===== src/rtl/lab4_vector_sequencer.sv =====
// Lab 4 input stage: produces the 4-bit decoder vector A in MANUAL, AUTO or PAUSE mode.
// Define LAB4_SEQ_DEBOUNCE_EN to insert the per-button debounce counters.
module lab4_vector_sequencer #(
  parameter int TICK_DIV  = 25000000,
  parameter int DB_CYCLES = 250000
) (
  input  logic       clk,
  input  logic       rst,
  input  logic [0:3] sw,
  input  logic       btn_mode,
  input  logic       btn_run,
  input  logic       btn_step,
  output logic [0:3] A,
  output logic       a_valid,
  output logic       wrap,
  output logic [1:0] mode
);

  localparam int PW = $clog2(TICK_DIV);

  typedef enum logic [1:0] {
    ST_MANUAL = 2'b00,
    ST_AUTO   = 2'b01,
    ST_PAUSE  = 2'b10
  } state_t;

  state_t        state_reg, state_next;
  logic [0:3]    sw_s1_reg, sw_s2_reg;
  logic [2:0]    btn_raw, btn_s1_reg, btn_s2_reg, btn_level, edge_reg, press;
  logic          mode_hit, run_hit, step_hit, incr;
  logic [0:3]    a_reg, a_next;
  logic          a_valid_reg, a_valid_next, wrap_reg, wrap_next;
  logic [PW-1:0] presc_reg, presc_next;

  // Bit order of the button bundle: [0]=mode, [1]=run, [2]=step.
  assign btn_raw = {btn_step, btn_run, btn_mode};

  always_ff @(posedge clk) begin
    if (rst) begin
      sw_s1_reg  <= '0;
      sw_s2_reg  <= '0;
      btn_s1_reg <= '0;
      btn_s2_reg <= '0;
    end else begin
      sw_s1_reg  <= sw;
      sw_s2_reg  <= sw_s1_reg;
      btn_s1_reg <= btn_raw;
      btn_s2_reg <= btn_s1_reg;
    end
  end

`ifdef LAB4_SEQ_DEBOUNCE_EN
  localparam int DW = $clog2(DB_CYCLES);

  generate
    for (genvar gi = 0; gi < 3; gi++) begin : g_db
      logic [DW-1:0] cnt_reg;
      logic          level_reg;

      // Any return to the accepted level restarts the stability count.
      always_ff @(posedge clk) begin
        if (rst) begin
          cnt_reg   <= '0;
          level_reg <= 1'b0;
        end else if (btn_s2_reg[gi] != level_reg) begin
          if (cnt_reg == DW'(DB_CYCLES - 1)) begin
            level_reg <= btn_s2_reg[gi];
            cnt_reg   <= '0;
          end else begin
            cnt_reg <= cnt_reg + DW'(1);
          end
        end else begin
          cnt_reg <= '0;
        end
      end

      assign btn_level[gi] = level_reg;
    end
  endgenerate
`else
  assign btn_level = btn_s2_reg;
`endif

  always_ff @(posedge clk) begin
    if (rst) edge_reg <= '0;
    else     edge_reg <= btn_level;
  end

  assign press = btn_level & ~edge_reg;

  // Only the highest-priority press in a cycle acts: mode > run > step.
  assign mode_hit = press[0];
  assign run_hit  = press[1] & ~press[0];
  assign step_hit = press[2] & ~press[1] & ~press[0];

  always_ff @(posedge clk) begin
    if (rst) state_reg <= ST_MANUAL;
    else     state_reg <= state_next;
  end

  always_comb begin
    state_next = state_reg;
    case (state_reg)
      ST_MANUAL: if (mode_hit) state_next = ST_AUTO;
      ST_AUTO: begin
        if (mode_hit)     state_next = ST_MANUAL;
        else if (run_hit) state_next = ST_PAUSE;
      end
      ST_PAUSE: begin
        if (mode_hit)     state_next = ST_MANUAL;
        else if (run_hit) state_next = ST_AUTO;
      end
      default: state_next = ST_MANUAL;
    endcase
  end

  // Leaving a mode freezes A for that cycle; the prescaler only runs while staying in AUTO.
  always_comb begin
    a_next       = a_reg;
    a_valid_next = 1'b0;
    wrap_next    = 1'b0;
    presc_next   = '0;
    incr         = 1'b0;
    case (state_reg)
      ST_MANUAL: begin
        if (state_next == ST_MANUAL) begin
          a_next       = sw_s2_reg;
          a_valid_next = (sw_s2_reg != a_reg);
        end
      end
      ST_AUTO: begin
        if (state_next == ST_AUTO) begin
          if (presc_reg == PW'(TICK_DIV - 1)) incr = 1'b1;
          else                                presc_next = presc_reg + PW'(1);
        end
      end
      ST_PAUSE: incr = step_hit;
      default: ;
    endcase
    if (incr) begin
      a_next       = a_reg + 4'd1;
      a_valid_next = 1'b1;
      wrap_next    = (a_reg == 4'hF);
    end
  end

  always_ff @(posedge clk) begin
    if (rst) begin
      a_reg       <= '0;
      a_valid_reg <= 1'b0;
      wrap_reg    <= 1'b0;
      presc_reg   <= '0;
    end else begin
      a_reg       <= a_next;
      a_valid_reg <= a_valid_next;
      wrap_reg    <= wrap_next;
      presc_reg   <= presc_next;
    end
  end

  assign A       = a_reg;
  assign a_valid = a_valid_reg;
  assign wrap    = wrap_reg;
  assign mode    = state_reg;

endmodule

===== config.mk =====
export PLATFORM = sky130hd
export DESIGN_NAME = lab4_vector_sequencer
export DESIGN_NICKNAME = d
export VERILOG_FILES = /design/src/rtl/lab4_vector_sequencer.sv
export SDC_FILE = /design/constraint.sdc
export NUM_CORES = 1
export LEC_CHECK = 0
export BUFFER_PORTS_ARGS = -buffer_cell sky130_fd_sc_hd__buf_2
export CAP_MARGIN = 20
export CORE_MARGIN = 2
export CORE_UTILIZATION = 45
export CTS_CLUSTER_DIAMETER = 100
export DETAILED_ROUTE_END_ITERATION = 16
export HOLD_SLACK_MARGIN = 0.05
export SLEW_MARGIN = 20
export SYNTH_ARGS = -nofsm -noshare
export SYNTH_HDL_FRONTEND = slang
export SYNTH_SLANG_ARGS = --single-unit
export TNS_END_PERCENT = 5

===== constraint.sdc =====
create_clock -name clk -period 1.75 [get_ports clk]
set_input_delay 0.0875 -clock clk [delete_from_list [all_inputs] [get_ports clk]]
set_output_delay 0.0875 -clock clk [all_outputs]
set_load 0.02 [all_outputs]

==> results.tsv, run 1 <==
metric	value	unit
crit_path_end_kind	flip-flop	
synth_compound_area_share	9.98	%
start_util	47.2	%
clock_latency	0.30	ns
synthMuxAreaShare	0.446	%
htree_levels	2	
p_per_area	688	nW/um^2
ctsLongestPathBuffers	2	
synth_top_cells_by_area	dfxtp_1, xor2_1, nor2_1, nor2b_1, ha_1	
synth_cell_type_count	48	
drv_cap	0	
placed_cell_area	2700	sq um
final_area	2920	sq um
timing.fmax	550	MHz
hold-worst-slack	0.0846	ns
gr-usage-met3	4.07	%
period_minus_slack	1.82	ns
gp_congestion	0.802	
startpoint_type	flip-flop	
nets	310	
antenna_found_initial	0	
tightest_slew	0.393	ns
critPathMaxStageDelay	0.40	ns
routedWlPerCell	11.7	microns
crit_path_cell_trace	inv_4, ha_4, and4b_1, and3_4, nand3b_1, o211a_1, a31o_1, a221oi_2	
rsz0062_at_grt	yes	
synth-seq-cells	50	
syn2layout_area_growth	30.3	%
syn_nets	250	
path_max_fanout	5	
largest_reg_flops	25	
ys_seq_area_share	44.6	%
netlist_area	2240	sq um
violations	setup timing	
insertedDiodeCount	0	
drtIter0Drc	65	
io_buffers	16	
power.total	0.00201	W
synthAdderAreaFrac	3.35	%
yosys_warnings	0	
synth_area_leader_cell	dfxtp_1	
setup_viol	5	
die_x	74.6	microns
min-delay-path-class	input pin to flip-flop	
core	4750	sq um
grt_overflow	0	
use_met1	22.9	%
top_level_ports	17	
leakage	1.15	nW
slew_headroom	73.1	%
clk_pin_slew	0.10	ns
finClkSkew	0.00762	ns
synth_ff_type	dfxtp_1	
dp_slack	-0.178	ns
fp.dieH	74.6	microns
root_buffer	clkbuf_8	
numCtsBuffers	5	
layout-drive-gt1-share	29.1	%
cts_tree	done	
cp_slowest_cell	dfxtp_4	
synth_top_family_by_area	simple AND/OR/NAND/NOR gates	
synthArstFlopShare	0	%
grt_max_degree	26	
hold_viol	0	
yosys.area.top_type_share	44.6	%
synthCells	235	
synth-simple-area-share	29.9	%
grt_pass1_wl	7270	microns
drv_slew	0	
num_rows	25	
ant_nets	0	
drt-total-wl	4240	microns
firstDrtPassIters	4	
grt.total_usage	16.9	%
fin_ws	-0.0676	ns
finalCritPeriodShare	104	%
dp_hpwl	2980	microns
crit_arrival	2.04	ns
grt_busiest_layer	met2	
cp.required	1.98	ns
synth-edff-count	0	
grt_pass1_vias	1655	
use_met2	26.6	%
synth_xor_area_share	9.76	%
vias	1793	
clock-sinks	50	
syn_avg_cell_area	9.55	sq um
dieArea	5570	sq um
vias_per_cell	4.94	
status	finished, violations left	
drc	0	
ir_drop	0.642	mV
path_class	flip-flop to flip-flop	
## layout by cell type, fill, tap and decap left out, drive strengths merged, types with 2 or more instances in the layout
master,count
a31oi,3
dfxtp,50
nand3,15
a211oi,2
nor2,30
and3,9
a2111oi,2
nand4,4
nand3b,3
a21oi,6
inv,4
ha,6
nor4b,3
or3,2
nor4,2
and4,4
dlygate4sd3,7
nor2b,18
clkbuf,5
xnor2,3
o21ai,4
xor2,22
nand2b,5
nand2,13
buf,53
and2,2
and2b,2
## per-stage QoR
step,TNS (ns),cells,util [%]
floorplan,-0.0924,235,-
global placement,-0.237,345,56.9
detailed placement,-0.465,345,56.9
CTS,-0.260,363,61.1
global route,-0.943,363,61.5
finish,-0.156,363,61.5
## timing repair
action | 4_1_cts | 5_1_grt
hold buffers | 7 | 0
pin swaps | 2 | 3
resized for setup | 2 | 6
endpoints found under the setup margin | 5 | 30
cloned | 0 | 0
hold endpoints to repair | 7 | 0
buffers inserted | 3 | 0
## cell usage after synthesis (2+ instances only)
master / instances
and2_1: 2
nand2_1: 13
and3_1: 9
and2b_1: 2
nand2b_2: 2
xnor2_1: 3
nand3b_1: 3
nor4b_1: 3
ha_1: 6
clkbuf_1: 3
nor2_1: 30
or3_1: 2
nand3_1: 14
xor2_1: 22
nor2b_1: 18
a21oi_1: 6
inv_1: 3
buf_2: 4
nand2b_1: 3
dfxtp_1: 50
and4_1: 3
a31oi_1: 2
nand4_1: 4
o21ai_0: 4
## final cells by class
cell class,instances,area [sq um]
sequential,50,1010
fill,422,1830
clock buffer,5,68.8
multi-input combinational,175,1280
timing repair buffer,60,440
clock inverter,3,25.0
tap,67,83.8
inverter,3,16.3
## metal layers
layer | vias to the layer above | share of wire (%)
met3 | 4 | 2.5
met1 | 823 | 52
met2 | 23 | 45
met5 | - | 0
met4 | 0 | 0.99
li1 | 943 | -
## final timing paths
path | startpoint | end | slack (ns) | cells past startpoint
worst max-delay path | mode[0] | A[0] | -0.07 | 8
worst max register to register | mode[0] | A[0] | -0.07 | 8
worst min-delay path | rst | btn_s1_reg[0] | 0.08 | 2
worst min register to register | sw_s1_reg[3] | sw_s2_reg[3] | 0.45 | 1
## power breakdown
part / internal, W / switching [W] / leakage (nW)
registers: 0.00116 / 0.0000147 / 0.408
logic: 0.0000810 / 0.0000739 / 0.698
clock network: 0.000289 / 0.000393 / 0.0447
## critical path: cells and delay by family, from the launching register on
kind	cells	cell delay [ns]
and+or+nand+nor	3	0.52
adders and majority gates	1	0.25
AOI/OAI and AO/OA	3	0.52
DFF	1	0.40
buffers and inverters	1	0.06
## cell families (layout without fill, tap and decap cells)
group	Yosys count	in the layout
AND/OR/NAND/NOR	117	117
flip-flops	50	50
AO/OA/AOI/OAI	26	26
XOR/XNOR	25	25
buffers and inverters	10	71
adder cells (fa/ha/maj)	6	6
multiplexers	1	1
No activity file was read; power rests on OpenSTA's default activity.
==> inputs of run 2 (changes only) <==
- ABC_AREA: default -> 1
- SKIP_CTS_REPAIR_TIMING: default -> 1
==> results.tsv, run 2 <==
metric	value	unit
status	complete, no violations	
tightest_slew	0.468	ns
syn2layout_area_growth	21.4	%
crit_path_end_kind	flip-flop	
finalCritPeriodShare	99.0	%
gp_congestion	0.837	
netlist_area	2370	sq um
yosys_warnings	0	
multiInputGateArea	1240	sq um
startpoint_type	flip-flop	
num_rows	26	
p_per_area	680	nW/um^2
synth_xor_area_share	5.91	%
clock_latency	0.30	ns
period_minus_slack	1.73	ns
ir_drop	0.436	mV
fill_cells	504	
htree_levels	2	
ctsLongestPathBuffers	2	
layout_common_cells	nand2_1, nor2_1, dfxtp_1, inv_1, buf_2	
leakage	1.24	nW
firstDrtPassIters	4	
root_buffer	clkbuf_8	
largest_reg_flops	25	
rsz0062_at_grt	yes	
fin_util	56.4	%
drc	0	
hold_viol	0	
dieArea	5870	sq um
io_buffers	16	
grt.total_usage	15.5	%
ant_nets	0	
synthAdderAreaFrac	3.16	%
slew_headroom	68.8	%
setup_viol	0	
cp.required	1.95	ns
synth_most_common_cell	nand2_1	
register_area	1000	sq um
synthCells	308	
synth_ff_type	dfxtp_1	
vias_per_cell	4.51	
synth_cell_type_count	32	
hold-worst-slack	0.216	ns
syn_avg_cell_area	7.70	sq um
crit_arrival	1.93	ns
clk_pin_slew	0.08	ns
synth_top_cells_by_area	dfxtp_1, nand2_1, nor2_1, inv_1, xor2_1	
drv_slew	0	
drv_cap	0	
dp_hpwl	3050	microns
vias	1900	
yosys.area.top_type_share	42.2	%
routedWlPerCell	9.84	microns
timing.fmax	577	MHz
synth_top_family_by_area	simple AND/OR/NAND/NOR gates	
grt_pass1_vias	1749	
path_max_fanout	5	
grt_overflow	0	
ys_seq_area_share	42.2	%
cts_tree	done	
start_util	46.4	%
layout-drive-gt1-share	24.2	%
grt_max_degree	25	
synth-seq-cells	50	
synth-edff-count	0	
grt_pass1_wl	7400	microns
antenna_found_initial	0	
drt-total-wl	4140	microns
clock-sinks	50	
synth_area_leader_cell	dfxtp_1	
synthArstFlopShare	0	%
synthMuxAreaShare	0	%
nets	366	
die_x	76.6	microns
core	5110	sq um
insertedDiodeCount	0	
ys_top_cells_by_count	nand2_1, dfxtp_1, nor2_1	
mostFrequentLayoutCell	nand2_1	
numCtsBuffers	5	
drtIter0Drc	83	
synth-simple-area-share	37.0	%
syn_nets	323	
fp.dieH	76.6	microns
synth_compound_area_share	3.48	%
min-delay-path-class	input pin to flip-flop	
finClkSkew	0.00693	ns
top_level_ports	17	
path_class	flip-flop to flip-flop	
[run 2: cell type report]
| class | count | area share (%) |
|---|---|---|
| multi-input cells | 209 | 42.9 |
| flip-flops and latches | 50 | 34.9 |
| repair buffers | 39 | 10.4 |
| inverters | 46 | 5.99 |
| well taps | 70 | 3.04 |
| clock buffers | 6 | 2.52 |
| clock inverters | 1 | 0.261 |
[run 2: where the power goes]
group          total, W  switching (W)  internal [W]
clock network  0.000624       0.000349      0.000274
registers       0.00118      0.0000167       0.00116
logic          0.000154      0.0000889     0.0000654
total           0.00196       0.000455       0.00150
[run 2: worst max-delay path, cell delays in order, from the launching register on]
cell and delay (ns):
dfxtp_2 0.37, ha_4 0.15, nand2_4 0.05, nor2_4 0.14, nand2_2 0.07, nor2_1 0.10, nand2_1 0.07, nor2_2 0.12
nand4_1 0.09, nand2_2 0.16, buf_6 0.11, nand3_1 0.06, nand3_1 0.08, nand2_1 0.05
[run 2: logic make-up (layout without fill, tap and decap cells)]
kind of cell | Yosys count | after routing
simple gates | 172 | 173
flops | 50 | 50
buf+inv | 50 | 92
xor+xnor | 16 | 16
compound gates | 14 | 14
fa+ha+maj | 6 | 6
[run 2: worst paths after layout]
kind,from,endpoint,slack [ns],cells after the start
max reg2reg,presc_reg[1],A[0],0.02,13
min reg2reg,sw_s1_reg[2],sw_s2_reg[2],0.40,2
min,rst,sw_s2_reg[0],0.22,2
max,presc_reg[1],A[0],0.02,13
[run 2: stage by stage]
stage	total power [W]	cell area, sq um	TNS (ns)	setup slack (ns)	instances
3_3_place_gp	0.00134	2660	0	0.0221	405
3_5_place_dp	0.00134	2660	0	0.0127	405
5_1_grt	0.00207	2880	-1.45	-0.163	421
6_report	0.00196	2880	0	0.0180	421
4_1_cts	0.00198	2740	-0.0135	-0.0135	412
2_1_floorplan	0.00130	2370	0	0.0311	308
[run 2: per-layer routing]
metal | routed length [microns] | global-route usage [%]
met5 | 0 | 0
met4 | 68 | 6.91
met3 | 115 | 3.55
met2 | 1780 | 24.5
met1 | 2180 | 20.3
==> inputs of run 3 (changes only) <==
- ABC_AREA: 1 -> default
==> results.tsv, run 3 (synthesized netlist as in run 1, its figures left out) <==
metric	value	unit
setup_viol	5	
grt.total_usage	16.3	%
critPathMaxStageDelay	0.40	ns
tightest_slew	0.399	ns
grt_max_degree	26	
timing.rr.start	mode[0]	
vias	1809	
firstDrtPassIters	5	
cp.required	1.98	ns
finClkSkew	0.00751	ns
num_rows	25	
grt_overflow	0	
insertedDiodeCount	0	
min-delay-path-class	input pin to flip-flop	
p_per_area	684	nW/um^2
slew_headroom	72.7	%
critPathTopFamily	simple AND/OR/NAND/NOR gates	
dieArea	5570	sq um
fill_cells	419	
ant_nets	0	
routedWlPerCell	11.9	microns
min_from	rst	
drt-total-wl	4330	microns
hold_viol	0	
crit_path_cell_trace	inv_4, ha_4, and4b_1, and3_4, nand3b_1, o211a_1, a31o_1, a221oi_2	
crit_path_start	mode[0]	
grt_pass1_vias	1590	
antenna_found_initial	0	
layout_common_cells	dfxtp_1, buf_4, nor2_1, xor2_1, nor2b_1	
syn2layout_area_growth	31.0	%
drtIter0Drc	80	
finalCritPeriodShare	105	%
root_buffer	clkbuf_8	
fin_ws	-0.0847	ns
clk_pin_slew	0.09	ns
start_util	47.2	%
rsz0062_at_grt	yes	
fin_setup_tns	-0.310	ns
largest_reg_flops	25	
grt_pass1_wl	7040	microns
mostFrequentLayoutCell	dfxtp_1	
ctsLongestPathBuffers	2	
status	finished, violations left	
dp_slack	-0.178	ns
drv_cap	0	
io_buffers	16	
crit_arrival	2.06	ns
fp.dieH	74.6	microns
timing.fmax	545	MHz
die_x	74.6	microns
top_level_ports	17	
leakage	1.16	nW
htree_levels	2	
cts_tree	done	
path_class	flip-flop to flip-flop	
clock_latency	0.30	ns
drc	0	
drv_slew	0	
period_minus_slack	1.83	ns
nets	312	
numCtsBuffers	5	
crit_path_end_kind	flip-flop	
path_max_fanout	5	
cp_slowest_cell	dfxtp_4	
violations	setup timing	
vias_per_cell	4.96	
core	4750	sq um
layout-drive-gt1-share	29.2	%
clock-sinks	50	
cp.buffers_inverters	1	
ir_drop	0.641	mV
startpoint_type	flip-flop	
r2r_slack	-0.08	ns
dp_hpwl	2980	microns
gp_congestion	0.802	
-- run 3: cell count changes in the layout (fill, tap and decap cells not counted), moves of 4 or more --
| cell | change |
|---|---|
| inv_1 | -42 |
| nor3b_2 | -4 |
| nor2_2 | -5 |
| buf_4 | +24 |
| xor2_1 | +12 |
| nor2b_1 | +18 |
| nand2_2 | -9 |
| nand2_1 | -37 |
| nor2_1 | -19 |
| and3_1 | +6 |
| nand4_1 | -5 |
| nor3_1 | -8 |
| nor2_4 | -7 |
-- run 3: path summary, 6_finish.rpt --
kind	end	depth (start not counted)
setup / recovery	A[0]	8
hold / removal	btn_s1_reg[0]	2
setup reg to reg	A[0]	8
hold reg to reg	sw_s2_reg[3]	1
-- run 3: cell type report --
cell class	instances	area (sq um)	area share (%)
multi-input combinational	175	1280	43.4
tap	67	83.8	2.85
clock inverter	3	25.0	0.852
timing repair buffer	62	459	15.6
clock buffer	5	68.8	2.34
sequential	50	1010	34.3
inverter	3	16.3	0.554
-- run 3: report_power, final --
group	internal [W]	switching, W
Sequential	0.00116	0.0000147
Combinational	0.0000816	0.0000748
Clock	0.000289	0.000390
Total	0.00153	0.000480
-- run 3: metrics by stage --
stage,power (W),util (%),hold slack (ns),cell area [sq um],cells
after floorplan,0.00129,-,0.216,2300,235
after global placement,0.00134,56.9,0.295,2700,345
final,0.00201,61.8,0.0906,2940,365
after CTS,0.00203,58.8,-0.0213,2800,353
after global routing,0.00209,61.8,0.0943,2940,365
after detailed placement,0.00134,56.9,0.303,2700,345
-- run 3: metal layers --
metal  track usage [%]  up-vias  part of all wire, %
met5                 0        -                    0
met4              5.36        0                  1.0
met3              4.07        4                  2.7
met2              25.1       24                   45
met1              22.6      837                   51
li1                  -      944                    -
